<file path="src/rtl/sw_align_ctrl.sv">
// Purpose: Smith-Waterman PE-array sequencer; loads query/database bytes, streams bases, tracks best score.
// Latency: start accepted at edge T -> output_valid at edge T + DLEN/4 + DLEN + QLEN (56 with defaults).
// Backpressure: none; start is taken only while ready=1, abort wins over start, nothing is queued.
//
// Ports:
//   clk, rst_n                   clock, asynchronous active-low reset
//   start, abort                 job request (accepted while ready) / synchronous job abort
//   query_seq_in, database_seq_in  4 packed 2-bit bases per byte, [7:6] is the lowest index
//   ready, output_valid          idle-or-done / result valid (held until next start or abort)
//   score, end_pos               best local score and the database index where it occurred
//   q_wr_en, q_wr_addr, q_wr_data  query byte write into PE group q_wr_addr
//   array_clr                    clear all PE H/E/F registers
//   d_valid, d_base              database base stream into PE0
//   pe_score_vld, pe_score, pe_dpos  cell score candidates coming back from the array
module sw_align_ctrl #(
  parameter int QLEN    = 16,
  parameter int DLEN    = 32,
  parameter int SCORE_W = 7,
  parameter int POS_W   = 5
) (
  input  logic               clk,
  input  logic               rst_n,
  input  logic               start,
  input  logic               abort,
  input  logic [7:0]         query_seq_in,
  input  logic [7:0]         database_seq_in,
  output logic               ready,
  output logic               output_valid,
  output logic [SCORE_W-1:0] score,
  output logic [POS_W-1:0]   end_pos,
  output logic               q_wr_en,
  output logic [1:0]         q_wr_addr,
  output logic [7:0]         q_wr_data,
  output logic               array_clr,
  output logic               d_valid,
  output logic [1:0]         d_base,
  input  logic               pe_score_vld,
  input  logic [SCORE_W-1:0] pe_score,
  input  logic [POS_W-1:0]   pe_dpos
);

  localparam int NWORDS = DLEN / 4;
  localparam int CNT_W  = $clog2(DLEN);
  localparam int WA_W   = CNT_W - 2;

  localparam logic [CNT_W-1:0] LOAD_LAST  = CNT_W'(NWORDS - 1);
  localparam logic [CNT_W-1:0] STRM_LAST  = CNT_W'(DLEN - 1);
  localparam logic [CNT_W-1:0] DRAIN_LAST = CNT_W'(QLEN - 1);
  localparam logic [CNT_W-1:0] QWORDS     = CNT_W'(QLEN / 4);

  typedef enum logic [2:0] {
    ST_IDLE   = 3'd0,
    ST_LOAD   = 3'd1,
    ST_STREAM = 3'd2,
    ST_DRAIN  = 3'd3,
    ST_DONE   = 3'd4
  } state_t;

  state_t             r_state;
  logic [CNT_W-1:0]   r_cnt;
  logic [7:0]         r_dbuf [NWORDS];
  logic [SCORE_W-1:0] r_best;
  logic [POS_W-1:0]   r_best_pos;

  logic               r_ready;
  logic               r_output_valid;
  logic [SCORE_W-1:0] r_score;
  logic [POS_W-1:0]   r_end_pos;
  logic               r_q_wr_en;
  logic [1:0]         r_q_wr_addr;
  logic [7:0]         r_q_wr_data;
  logic               r_array_clr;
  logic               r_d_valid;
  logic [1:0]         r_d_base;

  logic [CNT_W-1:0]   w_nxt_i;
  logic [7:0]         w_word;
  logic [1:0]         w_nxt_base;
  logic               w_track;
  logic [SCORE_W-1:0] w_best_nxt;
  logic [POS_W-1:0]   w_pos_nxt;

  // d_base is registered, so look one base ahead: index 0 when leaving LOAD, i+1 while streaming.
  assign w_nxt_i = (r_state == ST_STREAM) ? r_cnt + CNT_W'(1) : '0;
  assign w_word  = r_dbuf[w_nxt_i[CNT_W-1:2]];

  always_comb begin
    w_nxt_base = w_word[7:6];
    case (w_nxt_i[1:0])
      2'd0:    w_nxt_base = w_word[7:6];
      2'd1:    w_nxt_base = w_word[5:4];
      2'd2:    w_nxt_base = w_word[3:2];
      default: w_nxt_base = w_word[1:0];
    endcase
  end

  // Strictly-greater update so a tie keeps the earlier position.
  assign w_track    = ((r_state == ST_STREAM) || (r_state == ST_DRAIN)) &&
                      pe_score_vld && (pe_score > r_best);
  assign w_best_nxt = w_track ? pe_score : r_best;
  assign w_pos_nxt  = w_track ? pe_dpos  : r_best_pos;

  always_ff @(posedge clk or negedge rst_n) begin
    if (!rst_n) begin
      r_state        <= ST_IDLE;
      r_cnt          <= '0;
      r_best         <= '0;
      r_best_pos     <= '0;
      r_ready        <= 1'b1;
      r_output_valid <= 1'b0;
      r_score        <= '0;
      r_end_pos      <= '0;
      r_q_wr_en      <= 1'b0;
      r_q_wr_addr    <= '0;
      r_q_wr_data    <= '0;
      r_array_clr    <= 1'b0;
      r_d_valid      <= 1'b0;
      r_d_base       <= '0;
      for (int k = 0; k < NWORDS; k++) r_dbuf[k] <= '0;
    end else begin
      // Single-cycle strobes default low.
      r_q_wr_en   <= 1'b0;
      r_array_clr <= 1'b0;
      r_d_valid   <= 1'b0;
      r_d_base    <= '0;
      if (abort) begin
        r_state        <= ST_IDLE;
        r_cnt          <= '0;
        r_ready        <= 1'b1;
        r_output_valid <= 1'b0;
        r_score        <= '0;
        r_end_pos      <= '0;
        r_best         <= '0;
        r_best_pos     <= '0;
        r_array_clr    <= 1'b1;
      end else begin
        case (r_state)
          ST_IDLE, ST_DONE: begin
            if (start) begin
              r_state        <= ST_LOAD;
              r_cnt          <= '0;
              r_ready        <= 1'b0;
              r_output_valid <= 1'b0;
              r_score        <= '0;
              r_end_pos      <= '0;
              r_best         <= '0;
              r_best_pos     <= '0;
              // Single-word database: the first LOAD cycle is also the last.
              if (LOAD_LAST == '0) r_array_clr <= 1'b1;
            end
          end
          ST_LOAD: begin
            r_dbuf[r_cnt[WA_W-1:0]] <= database_seq_in;
            r_best     <= '0;
            r_best_pos <= '0;
            if (r_cnt < QWORDS) begin
              r_q_wr_en   <= 1'b1;
              r_q_wr_addr <= r_cnt[1:0];
              r_q_wr_data <= query_seq_in;
            end
            if (r_cnt == LOAD_LAST) begin
              r_state   <= ST_STREAM;
              r_cnt     <= '0;
              r_d_valid <= 1'b1;
              r_d_base  <= w_nxt_base;
            end else begin
              r_cnt <= r_cnt + CNT_W'(1);
              // Registered strobe: raise it so it is visible during the last LOAD cycle.
              if (r_cnt + CNT_W'(1) == LOAD_LAST) r_array_clr <= 1'b1;
            end
          end
          ST_STREAM: begin
            r_best     <= w_best_nxt;
            r_best_pos <= w_pos_nxt;
            if (r_cnt == STRM_LAST) begin
              r_state <= ST_DRAIN;
              r_cnt   <= '0;
            end else begin
              r_cnt     <= r_cnt + CNT_W'(1);
              r_d_valid <= 1'b1;
              r_d_base  <= w_nxt_base;
            end
          end
          ST_DRAIN: begin
            r_best     <= w_best_nxt;
            r_best_pos <= w_pos_nxt;
            if (r_cnt == DRAIN_LAST) begin
              // Include a candidate arriving in the final drain cycle.
              r_state        <= ST_DONE;
              r_cnt          <= '0;
              r_score        <= w_best_nxt;
              r_end_pos      <= w_pos_nxt;
              r_output_valid <= 1'b1;
              r_ready        <= 1'b1;
            end else begin
              r_cnt <= r_cnt + CNT_W'(1);
            end
          end
          default: begin
            r_state <= ST_IDLE;
            r_cnt   <= '0;
            r_ready <= 1'b1;
          end
        endcase
      end
    end
  end

  assign ready        = r_ready;
  assign output_valid = r_output_valid;
  assign score        = r_score;
  assign end_pos      = r_end_pos;
  assign q_wr_en      = r_q_wr_en;
  assign q_wr_addr    = r_q_wr_addr;
  assign q_wr_data    = r_q_wr_data;
  assign array_clr    = r_array_clr;
  assign d_valid      = r_d_valid;
  assign d_base       = r_d_base;

endmodule

</file>
<file path="config.mk">
export PLATFORM = sky130hd
export DESIGN_NAME = sw_align_ctrl
export DESIGN_NICKNAME = d
export VERILOG_FILES = /design/src/rtl/sw_align_ctrl.sv
export SDC_FILE = /design/constraint.sdc
export NUM_CORES = 1
export LEC_CHECK = 0
export BUFFER_PORTS_ARGS = -buffer_cell sky130_fd_sc_hd__buf_2
export CAP_MARGIN = 20
export CORE_MARGIN = 2
export CORE_UTILIZATION = 40
export CTS_CLUSTER_DIAMETER = 120
export DETAILED_ROUTE_END_ITERATION = 6
export SLEW_MARGIN = 20
export SYNTH_ARGS = -nofsm -noshare
export SYNTH_HDL_FRONTEND = slang
export SYNTH_SLANG_ARGS = --single-unit
export TNS_END_PERCENT = 10
</file>
<file path="constraint.sdc">
create_clock -name clk -period 2.4 [get_ports clk]
set_input_delay 0.12 -clock clk [delete_from_list [all_inputs] [get_ports clk]]
set_output_delay 0.12 -clock clk [all_outputs]
set_load 0.02 [all_outputs]
</file>
==> summary.md, run 1 <==
| Metric | Value |
|---|---|
| Slew HR | `0.643` |
| Core footprint | `0.0133 mm²` |
| CTS tree | `done` |
| Startpoint types | `register` |
| Largest family of logic cells by synthesized area | `multiplexers` |
| Latest clock arrival within the worst-skew pair | `0.41 ns` |
| Average wire per standard cell | `17.2 µm` |
| Slew @ Worst Pin | `0.535 ns` |
| CTS Sinks | `113` |
| Max Slew Vio Count | `0` |
| Max_cap viols | `0` |
| Mapped Cells | `489` |
| Gr usage total | `0.210` |
| Pwr Density | `937 mW/mm²` |
| Crit path kind | `register to register` |
| Cell chain of the critical path | `buf_4 -> nand3_2 -> xnor2_4 -> mux4_1 -> a2111oi_1 -> o21ai_1 -> o311a_1` |
| Port Buffers | `61` |
| Hold WS | `0.0447 ns` |
| Hold Vio Cnt, Final | `0` |
| Post-synthesis sequential area ratio | `0.514` |
| Number of synthesized flops with an enable pin | `0` |
| Ports | `62` |
| Synth Area in Adders | `0.0273` |
| Routed Wire Length | `14100 µm` |
| Final Setup Violations | `0` |
| RePlAce Congestion | `0.930` |
| Xor/xnor share of the synthesized area | `0.00772` |
| Post-synthesis simple-gate area fraction | `0.122` |
| Async set-reset flop share out of synthesis | `1.00` |
| Gr ovfl total | `0` |
| Vias post-DR | `4275` |
| Clock Pin Slew Worst Setup and Hold Paths | `0.05 ns` |
| DR pass1 iterations | `4` |
| Net count, final | `675` |
| First-pass GRT wire length | `23300 µm` |
| Largest net degree at the start of global routing | `59` |
| Reg2reg end | `d_base[0]` |
| Worst hold path type | `primary input to register` |
| Die span in x | `121 µm` |
| Ant diodes | `0` |
| Synthesized flop and latch total | `113` |
| Root Buffer | `clkbuf_16` |
| Clock Tree Buf Depth | `2` |
| Setup_tns | `0 ns` |
| Die height | `121 µm` |
| Std cell rows | `42` |
| Setup Skew | `0.00646 ns` |
| Multiplexer area fraction after synthesis | `0.194` |
| WP data required | `2.68 ns` |
| Compound-Gate Fraction of Synth Area | `0.111` |
| Hold path start | `database_seq_in[4]` |
| Worst path top cell family by delay | `compound AO/OA/AOI/OAI gates` |
| R2R Setup Slk | `0.02 ns` |
| Status | `completed` |
| Overall Power | `6820 µW` |
| Number of antenna violations at the first check in global routing | `0` |
| Hold EP | `r_dbuf[28]` |
| Reg-to-Reg Start | `r_cnt[0]` |
| Pleak | `0.00361 µW` |
| Area delta synth->final | `32.1%` |
| RSZ-0062 raised after global routing | `yes` |
| Residual DRC | `0` |
| Hold path cells | `2` |
| Share of layout cells above drive strength 1 | `0.364` |
| DR vias/cell | `5.23` |
| Worst-case reg-to-reg path depth | `7` |
| Average cell area after synthesis | `11.3 µm²` |
| Cts bufs inserted | `17` |
| Vias in the first global route | `4425` |
| Final Cycle Share | `0.992` |
| Final ANT Viol Nets | `0` |
| CP Buf/Inv Count | `1` |
| CP startpoint | `r_cnt[0]` |
| H-tree depth | `4` |
| CP max stage cell | `mux4_1` |
| Critical path fanouts, max | `8` |
| Full die area | `0.0147 mm²` |
| Slowest Stage Delay on Critical Path | `0.63 ns` |
| Final min period | `2.38 ns` |
| Fmax | `420 MHz` |
| DR iter-0 viols | `305` |
| DP HPWL | `9840 µm` |
| Starting density of the core | `0.413` |
| Worst Path Arrival | `2.66 ns` |
| Main synth FF type | `dfrtp_1` |
| Post-synthesis cell area | `0.00551 mm²` |
| Mapped Nets | `534` |
| Synthesis warning total | `0` |
| Placed cell areas | `0.00643 mm²` |
| Worst setup EP type | `register` |
| Final instance area | `0.00728 mm²` |
| Number of distinct library cells after synthesis | `58` |
| Max VDD drop | `438 µV` |
==> how the worst max path moves through the flow <==
| stage | to | slack (ns) | cells after the start |
|---|---|---|---|
| finish | d_base[0] | 0.02 | 7 |
| global route | d_base[0] | -0.07 | 7 |
| CTS | d_base[0] | -0.02 | 10 |
| detailed placement | d_base[0] | -0.20 | 10 |
| global placement | d_base[0] | -0.17 | 10 |
| floorplan | d_base[0] | 0.005 | 9 |
==> placed cells by master (no fill, tap or decap), types with 12 or more instances in the layout <==
cell and instances:
dfrtp_1 111, nand2_1 78, mux2_2 65, buf_2 60
buf_4 56, o21ai_0 31, nor2_1 23, mux2i_1 21
dlygate4sd3_1 21, clkbuf_16 17, a22o_1 15, inv_1 13
a21oi_1 12
==> cell usage after synthesis, types with 3 or more instances <==
master | instances | share of area
dfrtp_1 | 112 | 0.51
o21ai_1 | 3 | 0.0027
nor3_1 | 3 | 0.0027
mux4_1 | 3 | 0.014
nand2_1 | 78 | 0.053
mux2_2 | 65 | 0.13
a21boi_0 | 3 | 0.0041
nand3_1 | 11 | 0.010
o21ai_0 | 33 | 0.030
nor2b_1 | 3 | 0.0034
ha_1 | 12 | 0.027
buf_2 | 7 | 0.0064
a31oi_1 | 3 | 0.0034
mux2i_1 | 21 | 0.038
inv_1 | 13 | 0.0089
a21oi_1 | 12 | 0.011
clkbuf_1 | 11 | 0.0075
nand2b_1 | 6 | 0.0068
nor2_1 | 23 | 0.016
a211oi_1 | 3 | 0.0041
a22o_1 | 15 | 0.024
==> layer usage <==
metal,track usage,share of wire,up-vias
li1,-,-,2042
met1,0.281,0.46,2137
met2,0.332,0.48,74
met3,0.0461,0.040,22
met4,0.0805,0.020,0
met5,0,0,-
==> registers in the layout (all words and copies together), names as in the netlist, 3 cells and up <==
| name | flops |
|---|---|
| q_wr_data | 8 |
| r_best | 7 |
| r_best_pos | 5 |
| r_dbuf | 64 |
| end_pos | 5 |
| score | 7 |
| r_cnt | 5 |
| r_state | 3 |
==> where the power goes <==
part / internal (µW) / total (µW) / switching (µW)
Sequential: 2330 / 2540 / 207
Combinational: 886 / 1960 / 1070
Clock: 1520 / 2330 / 809
==> through the flow <==
stage | util | setup slack [ns] | std cells
2_1_floorplan | - | 0.00459 | 489
3_3_place_gp | 0.482 | -0.169 | 764
3_5_place_dp | 0.482 | -0.196 | 764
4_1_cts | 0.542 | -0.0152 | 816
5_1_grt | 0.545 | -0.0696 | 818
6_report | 0.545 | 0.0189 | 818
==> final cells by class <==
cell class,instances,area (µm²)
timing repair buffer,142,1010
clock buffer,26,499
fill,1199,6070
clock inverter,5,52.6
tap,176,220
multi-input combinational,342,2610
inverter,14,52.6
sequential,113,2830
==> kinds of logic (layout without fill, tap and decap cells) <==
group	Yosys count	after routing
compound gates	91	91
xor+xnor	4	4
fa+ha+maj	12	12
buf+inv	34	187
flops	113	113
mux	91	91
simple gates	144	144
==> timing repair <==
| action | 4_1_cts | 5_1_grt |
|---|---|---|
| resized for setup | 10 | 8 |
| hold endpoints to repair | 58 | 0 |
| setup buffers | 0 | 2 |
| setup endpoints to repair | 14 | 27 |
| hold buffers | 21 | 0 |
| pin swaps | 1 | 1 |
Power figures use the tool's default switching activity.
==> run 2: changes to the inputs <==
--- a/config.mk
+++ b/config.mk
@@ -7,10 +7,11 @@
 export LEC_CHECK = 0
 export BUFFER_PORTS_ARGS = -buffer_cell sky130_fd_sc_hd__buf_2
 export CAP_MARGIN = 20
-export CORE_MARGIN = 2
-export CORE_UTILIZATION = 40
-export CTS_CLUSTER_DIAMETER = 120
+export CORE_MARGIN = 3
+export CORE_UTILIZATION = 53
+export CTS_CLUSTER_DIAMETER = 50
 export DETAILED_ROUTE_END_ITERATION = 6
+export PLACE_DENSITY = 0.76
 export SLEW_MARGIN = 20
 export SYNTH_ARGS = -nofsm -noshare
 export SYNTH_HDL_FRONTEND = slang
==> run 2 against run 1 <==
Net effect:
- die area down 21%
- register-to-register slack better by 0.06 ns
- clock power grew 11%
- fmax rose by 2.5%
- power up 5.1%
- via count up 5.0%
- final cell count is 5.5% lower
- clock skew is 0.0013 ns lower
- critical path type unchanged
- largest cell class unchanged
- highest routed layer unchanged
==> summary.md, run 2 (synthesis gave the netlist of run 1 again) <==
| Metric | Value |
|---|---|
| Net count, final | `673 (-0.30%)` |
| P_int | `4980 µW (+5.1%)` |
| Final Cycle Share | `0.968 (-0.0238)` |
| CTS tree | `done` |
| Die span in x | `108 µm (-11%)` |
| Worst setup EP type | `register` |
| Gr usage total | `0.260 (+0.0505)` |
| Clock Pin Slew Worst Setup and Hold Paths | `0.05 ns (about the same)` |
| Root Buffer | `clkbuf_8` |
| Max VDD drop | `549 µV (+25%)` |
| Gr ovfl total | `0 (unchanged)` |
| Setup Skew | `0.00520 ns (-0.00126 ns)` |
| Average wire per standard cell | `18.8 µm (+9.6%)` |
| Fmax | `430 MHz (+2.5%)` |
| Port Buffers | `61 (unchanged)` |
| Reg2reg end | `d_base[1]` |
| Slew @ Worst Pin | `0.684 ns (+0.149 ns)` |
| Die height | `108 µm (-11%)` |
| RSZ-0062 raised after global routing | `yes` |
| Startpoint types | `register` |
| Hold EP | `r_cnt[0]` |
| Multi-input gate area | `0.00261 mm² (about the same)` |
| Share of layout cells above drive strength 1 | `0.361 (-0.00355)` |
| Latest clock arrival within the worst-skew pair | `0.52 ns (+0.11 ns)` |
| Reg-to-Reg Start | `r_cnt[0]` |
| Starting density of the core | `0.553 (+0.141)` |
| Ports | `62 (unchanged)` |
| Worst Path Arrival | `2.72 ns (+0.06 ns)` |
| Full die area | `0.0117 mm² (-21%)` |
| Vias in the first global route | `4660 (+5.3%)` |
| Sequential share of power | `0.358 (-0.014)` |
| Core footprint | `0.00995 mm² (-25%)` |
| WP data required | `2.80 ns (+0.12 ns)` |
| Clock Tree Buf Depth | `2 (unchanged)` |
| Switching share of power | `0.306 (about the same)` |
| Commonest non-fill, non-tap cells in the layout | `110 x dfrtp_1, 78 x nand2_1, 65 x mux2_2` |
| Routed Wire Length | `14600 µm (+3.6%)` |
| Comb pwr share | `0.280 (-0.007)` |
| Cts bufs inserted | `17 (unchanged)` |
| Number of antenna violations at the first check in global routing | `0 (unchanged)` |
| Vias post-DR | `4487 (+5.0%)` |
| Critical path fanouts, max | `8 (unchanged)` |
| Status | `completed` |
| RePlAce Congestion | `0.909 (-2.3%)` |
| Hold path start | `start` |
| DR pass1 iterations | `5 (+1)` |
| Placed instance count | `704 (-7.9%)` |
| H-tree depth | `4 (unchanged)` |
| Final ANT Viol Nets | `0 (unchanged)` |
| Final min period | `2.32 ns (-0.0572 ns)` |
| Max Slew Vio Count | `0 (unchanged)` |
| DR vias/cell | `5.80 (+11%)` |
| Worst-case reg-to-reg path depth | `9 (+2)` |
| Pleak | `0.00361 µW (about the same)` |
| CTS Sinks | `113 (unchanged)` |
| Most common cell after layout, fill and taps aside | `dfrtp_1` |
| Area delta synth->final | `32.5%` |
| Final Setup Violations | `0 (unchanged)` |
| Crit path kind | `register to register` |
| Worst hold path type | `primary input to register` |
| First-pass GRT wire length | `23200 µm (-0.36%)` |
| R2R Setup Slk | `0.08 ns (+0.06 ns)` |
| Max_cap viols | `0 (unchanged)` |
| Register name with the most flops | `r_dbuf` |
| Clk pwr share | `0.361 (+0.020)` |
| Residual DRC | `0 (unchanged)` |
| FF+latch area | `0.00283 mm² (about the same)` |
| Hold Vio Cnt, Final | `0 (unchanged)` |
| Max reg flops | `64 (unchanged)` |
| Ant diodes | `0 (unchanged)` |
| Largest net degree at the start of global routing | `53 (-10%)` |
| Hold path cells | `5 (+3)` |
| Layout Cells excl Fill | `773 (-5.5%)` |
| Overall Power | `7170 µW (+5.1%)` |
| Slew HR | `0.544 (-0.0996)` |
| DR iter-0 viols | `325 (+6.6%)` |
| Fillers | `602 (-50%)` |
| Std cell rows | `36 (-14%)` |
| DP HPWL | `9280 µm (-5.6%)` |
| Net switching power figure | `2190 µW (+5.0%)` |
| Pwr Density | `982 mW/mm² (+4.8%)` |
## run 2: cell count changes in the layout (fill, tap and decap cells not counted), sizes merged
cell,previous run,this run
dlygate4sd3,21,30
buf,121,110
clkinvlp,1,2
bufinv,1,4
clkinv,4,6
clkbuf,26,20
## run 2: how the worst max path moves through the flow
stage / startpoint / to / slack (ns) / cells after the start
5_1_grt: r_cnt[1] / end_pos[2] / -0.12 / 12
3_3_place_gp: r_cnt[0] / d_base[0] / 0.02 / 9
4_1_cts: r_cnt[1] / d_base[1] / 0.01 / 9
2_1_floorplan: r_cnt[0] / d_base[0] / 0.005 / 9
6_report: r_cnt[0] / d_base[1] / 0.08 / 9
3_5_place_dp: r_cnt[1] / d_base[0] / -0.03 / 8
## run 2: power by group through the flow
stage | clock network, µW | logic, µW | registers (µW)
after detailed placement | 0 | 1800 | 2580
final | 2590 | 2010 | 2570
after floorplan | 0 | 1070 | 2670
after global routing | 2710 | 2190 | 2610
after global placement | 0 | 1730 | 2560
after CTS | 2630 | 1880 | 2560
## run 2: through the flow
stage	setup WS [ns]	area [µm²]	util	hold slack, ns	TNS (ns)
2_1_floorplan	0.00459	5520	-	-0.176	0
3_3_place_gp	0.0226	6250	0.628	0.195	0
3_5_place_dp	-0.0338	6250	0.628	0.207	-0.0656
4_1_cts	0.0104	7190	0.722	0.0573	0
5_1_grt	-0.117	7300	0.733	0.141	-0.796
6_report	0.0761	7300	0.733	0.113	0
## run 2: cell type report
cell class / instances / area share
sequential: 113 / 0.388
multi-input combinational: 342 / 0.357
timing repair buffer: 140 / 0.140
clock buffer: 20 / 0.0624
tap: 133 / 0.0228
clock inverter: 11 / 0.0219
inverter: 14 / 0.00720
## run 2: what timing repair did
item	4_1_cts	5_1_grt
hold endpoints to repair	147	0
endpoints found under the setup margin	2	29
hold buffers	30	0
resized for setup	5	21
setup buffers	0	8
pin swaps	1	3
## run 2: routing by layer
layer	part of all wire	wire length [µm]	up-vias	GRT usage
met2	0.49	7130	164	0.426
met5	0	0	-	0
li1	-	-	2035	-
met3	0.066	964	37	0.0740
met1	0.42	6100	2251	0.327
met4	0.025	362	0	0.104
## run 2: worst max-delay path: stages, from the launching register on
cell,delay [ns]
dfrtp_2,0.36
buf_4,0.18
nand3_4,0.11
xnor2_4,0.24
buf_6,0.17
mux4_1,0.60
nor2_1,0.13
a211o_1,0.11
nand3_1,0.11
a2bb2oi_2,0.18
==> run 3: changes to the inputs <==
--- a/config.mk
+++ b/config.mk
@@ -5,6 +5,7 @@
 export SDC_FILE = /design/constraint.sdc
 export NUM_CORES = 1
 export LEC_CHECK = 0
+export ABC_AREA = 1
 export BUFFER_PORTS_ARGS = -buffer_cell sky130_fd_sc_hd__buf_2
 export CAP_MARGIN = 20
 export CORE_MARGIN = 3
==> run 3 against run 2 <==
Net effect:
- power is 3.0% lower
- combinational power about the same
- synthesized cell count up 42%
- clock-buffer cell count is 1 higher
- clock power fell by 5%
- critical path depth rose by 3
- clock skew is 0.0028 ns higher
- die area increased by 5.8%
==> summary.md, run 3 <==
| Metric | Value |
|---|---|
| Commonest non-fill, non-tap cells in the layout | `152 x nand2_1, 112 x dfrtp_1, 104 x inv_1` |
| DR vias/cell | `5.31 (-8.6%)` |
| Cts bufs inserted | `17 (unchanged)` |
| P_int | `4610 µW (-7.5%)` |
| Cell chain of the critical path | `ha_1 -> nand2_2 -> nor2_1 -> ha_1 -> inv_1 -> nand2_1 -> nand2_1 -> a21oi_2 -> nand2_1 -> inv_1 -> nand3_1 -> o21ai_0` |
| Switching share of power | `0.338 (+0.0321)` |
| Fmax | `462 MHz (+7.3%)` |
| Latest clock arrival within the worst-skew pair | `0.54 ns (+0.02 ns)` |
| Max reg flops | `64 (unchanged)` |
| Setup Skew | `0.00795 ns (+0.00276 ns)` |
| Clock Tree Buf Depth | `2 (unchanged)` |
| DR iter-0 viols | `395 (+22%)` |
| Startpoint types | `register` |
| Root Buffer | `clkbuf_8` |
| Full die area | `0.0123 mm² (+5.8%)` |
| Number of antenna violations at the first check in global routing | `0 (unchanged)` |
| Max Slew Vio Count | `0 (unchanged)` |
| Most frequent cell after synthesis | `nand2_1` |
| Final ANT Viol Nets | `0 (unchanged)` |
| CP max stage cell | `dfrtp_1` |
| Post-synthesis sequential area ratio | `0.484 (-0.0298)` |
| Pwr Density | `969 mW/mm² (-1.4%)` |
| Crit path kind | `register to register` |
| Final min period | `2.17 ns (-0.158 ns)` |
| Sequential share of power | `0.358 (about the same)` |
| Largest net degree at the start of global routing | `54 (+1.9%)` |
| DR pass1 iterations | `5 (unchanged)` |
| Worst path top cell family by delay | `simple AND/OR/NAND/NOR gates` |
| Ports | `62 (unchanged)` |
| Gr usage total | `0.246 (-0.0141)` |
| Grt met2 use | `0.404 (-0.0222)` |
| Met1 usage | `0.312 (-0.0155)` |
| Fillers | `844 (+40%)` |
| CTS Sinks | `113 (unchanged)` |
| Post-synthesis cell area | `0.00585 mm² (+6.2%)` |
| Die height | `111 µm (+2.9%)` |
| Commonest cells in the netlist | `152 x nand2_1, 112 x dfrtp_1, 105 x inv_1, 99 x o21ai_0, 82 x nand3_1` |
| Net count, final | `835 (+24%)` |
| Routed Wire Length | `14200 µm (-2.4%)` |
| Comb pwr share | `0.288 (+0.008)` |
| FF+latch area | `0.00283 mm² (about the same)` |
| Clock Pin Slew Worst Setup and Hold Paths | `0.05 ns (about the same)` |
| Async set-reset flop share out of synthesis | `1.00 (unchanged)` |
| Mapped Cells | `695 (+42%)` |
| Synthesis warning total | `0 (unchanged)` |
| Worst Path Arrival | `2.61 ns (-0.11 ns)` |
| Hold Vio Cnt, Final | `0 (unchanged)` |
| Number of synthesized flops with an enable pin | `0 (unchanged)` |
| Max_cap viols | `0 (unchanged)` |
| Average wire per standard cell | `15.1 µm (-20%)` |
| Starting density of the core | `0.556 (+0.00308)` |
| Slowest Stage Delay on Critical Path | `0.35 ns (-0.25 ns)` |
| Slew @ Worst Pin | `0.693 ns (+0.00860 ns)` |
| DP HPWL | `9310 µm (+0.25%)` |
| Synth top area share | `0.479 (-0.0295)` |
| Core footprint | `0.0105 mm² (+5.6%)` |
| CP Buf/Inv Count | `2 (unchanged)` |
| Synth area leaders | `dfrtp_1 48%, nand2_1 9.8%, o21ai_0 8.5%` |
| Die span in x | `111 µm (+2.9%)` |
| Register name with the most flops | `r_dbuf` |
| Setup bufs post-CTS | `0 (unchanged)` |
| First-pass GRT wire length | `24400 µm (+4.8%)` |
| Slew HR | `0.538 (-0.00573)` |
| Worst hold path type | `primary input to register` |
| Gr ovfl total | `0 (unchanged)` |
| Status | `completed` |
| RePlAce Congestion | `0.866 (-4.7%)` |
| Hold WS | `0.0873 ns (-0.0257 ns)` |
| Average cell area after synthesis | `8.41 µm² (-25%)` |
| Vias in the first global route | `5000 (+7.3%)` |
| Std cell rows | `37 (+2.8%)` |
| Max VDD drop | `593 µV (+8.0%)` |
| RSZ-0062 raised after global routing | `no` |
| H-tree depth | `4 (unchanged)` |
| GRT busiest layer | `met2` |
| Critical path fanouts, max | `12 (+4)` |
| Main synth FF type | `dfrtp_1` |
| Clk pwr share | `0.354 (-0.007)` |
| Worst setup EP type | `register` |
| CTS tree | `done` |
| Met3 global-route usage | `0.0677 (-0.00634)` |
| Final Cycle Share | `0.902 (-0.0659)` |
| Number of distinct library cells after synthesis | `37 (-36%)` |
| Setup_tns | `0 ns (unchanged)` |
| Pleak | `0.00355 µW (-1.7%)` |
| Most common cell after layout, fill and taps aside | `nand2_1` |
| Final Setup Violations | `0 (unchanged)` |
| WP data required | `2.84 ns (+0.04 ns)` |
| Area delta synth->final | `22.7%` |
| Port Buffers | `61 (unchanged)` |
| Ant diodes | `0 (unchanged)` |
| Share of layout cells above drive strength 1 | `0.173 (-0.188)` |
| Most frequent CP cell | `nand2_1` |
| Synthesized flop and latch total | `113 (unchanged)` |
| Mapped Nets | `740 (+39%)` |
| Vias post-DR | `4982 (+11%)` |
| Dominant cell type by area after synthesis | `dfrtp_1` |
| Multi-input gate area | `0.00245 mm² (-6.1%)` |
| Net switching power figure | `2350 µW (+7.2%)` |
| Residual DRC | `0 (unchanged)` |
-- run 3: cell types whose count changed after synthesis, moves of 7 or more --
cell,previous run,this run
nand3b_1,2,20
o21ai_0,33,99
inv_1,13,105
nand2_1,78,152
mux2_2,65,2
o211ai_1,1,8
nand4_4,0,8
nand3_1,11,82
mux2_4,0,7
a22o_1,15,0
a21oi_1,12,5
mux2i_1,21,0
-- run 3: power groups by stage --
stage | logic [µW] | clock network, µW | registers [µW]
after floorplan | 1260 | 0 | 2630
after global placement | 1890 | 0 | 2490
after detailed placement | 1950 | 0 | 2520
after CTS | 2000 | 2490 | 2490
after global routing | 2260 | 2600 | 2540
final | 2000 | 2460 | 2490
-- run 3: layer usage --
| metal | wire length, µm | part of all wire | vias up |
|---|---|---|---|
| li1 | - | - | 2452 |
| met1 | 6220 | 0.44 | 2358 |
| met2 | 6990 | 0.49 | 144 |
| met3 | 698 | 0.049 | 28 |
| met4 | 301 | 0.021 | 0 |
| met5 | 0 | 0 | - |
-- run 3: repair_timing --
item,in CTS,in global routing
hold buffers,30,0
endpoints found under the setup margin,0,3
hold endpoints to repair,138,0
resized for setup,0,3
-- run 3: worst paths after layout --
path	cells past startpoint	from	to	slack [ns]
hold reg to reg	2	r_dbuf[23]	r_dbuf[23]	0.48
min in group asynchronous	2	rst_n	score[5]	0.17
setup / recovery	12	r_cnt[0]	score[2]	0.23
setup reg to reg	12	r_cnt[0]	score[2]	0.23
max in group asynchronous	3	rst_n	r_dbuf[24]	1.50
hold / removal	4	start	r_cnt[2]	0.09
-- run 3: logic make-up (layout without fill, tap and decap cells) --
kind of cell | Yosys count | in the layout | share of synthesized area
adder cells (fa/ha/maj) | 12 | 12 | 0.0257
AND/OR/NAND/NOR | 299 | 299 | 0.258
AO/OA/AOI/OAI | 121 | 121 | 0.111
multiplexers | 9 | 9 | 0.0218
flip-flops | 113 | 113 | 0.484
buffers and inverters | 141 | 249 | 0.0995
-- run 3: layout make-up --
type,instances,area share
clock buffer,21,0.0612
clock inverter,11,0.0192
inverter,111,0.0584
multi-input combinational,441,0.341
sequential,113,0.394
tap,136,0.0237
timing repair buffer,106,0.102
-- run 3: metrics by stage --
step	setup WS [ns]	power (µW)	instance area (µm²)	std cells	util
3_3_place_gp	0.200	4390	6290	877	0.598
6_report	0.234	6950	7180	939	0.683
3_5_place_dp	0.0704	4460	6290	877	0.598
4_1_cts	0.0421	6980	7170	939	0.682
5_1_grt	0.00514	7390	7180	939	0.683
2_1_floorplan	0.416	3890	5850	695	-
-- run 3: worst min-delay path: cells and delay by family --
kind	cells	cell delay (ns)
AOI/OAI and AO/OA	1	0.11
and+or+nand+nor	2	0.26
buffers and inverters	1	0.08
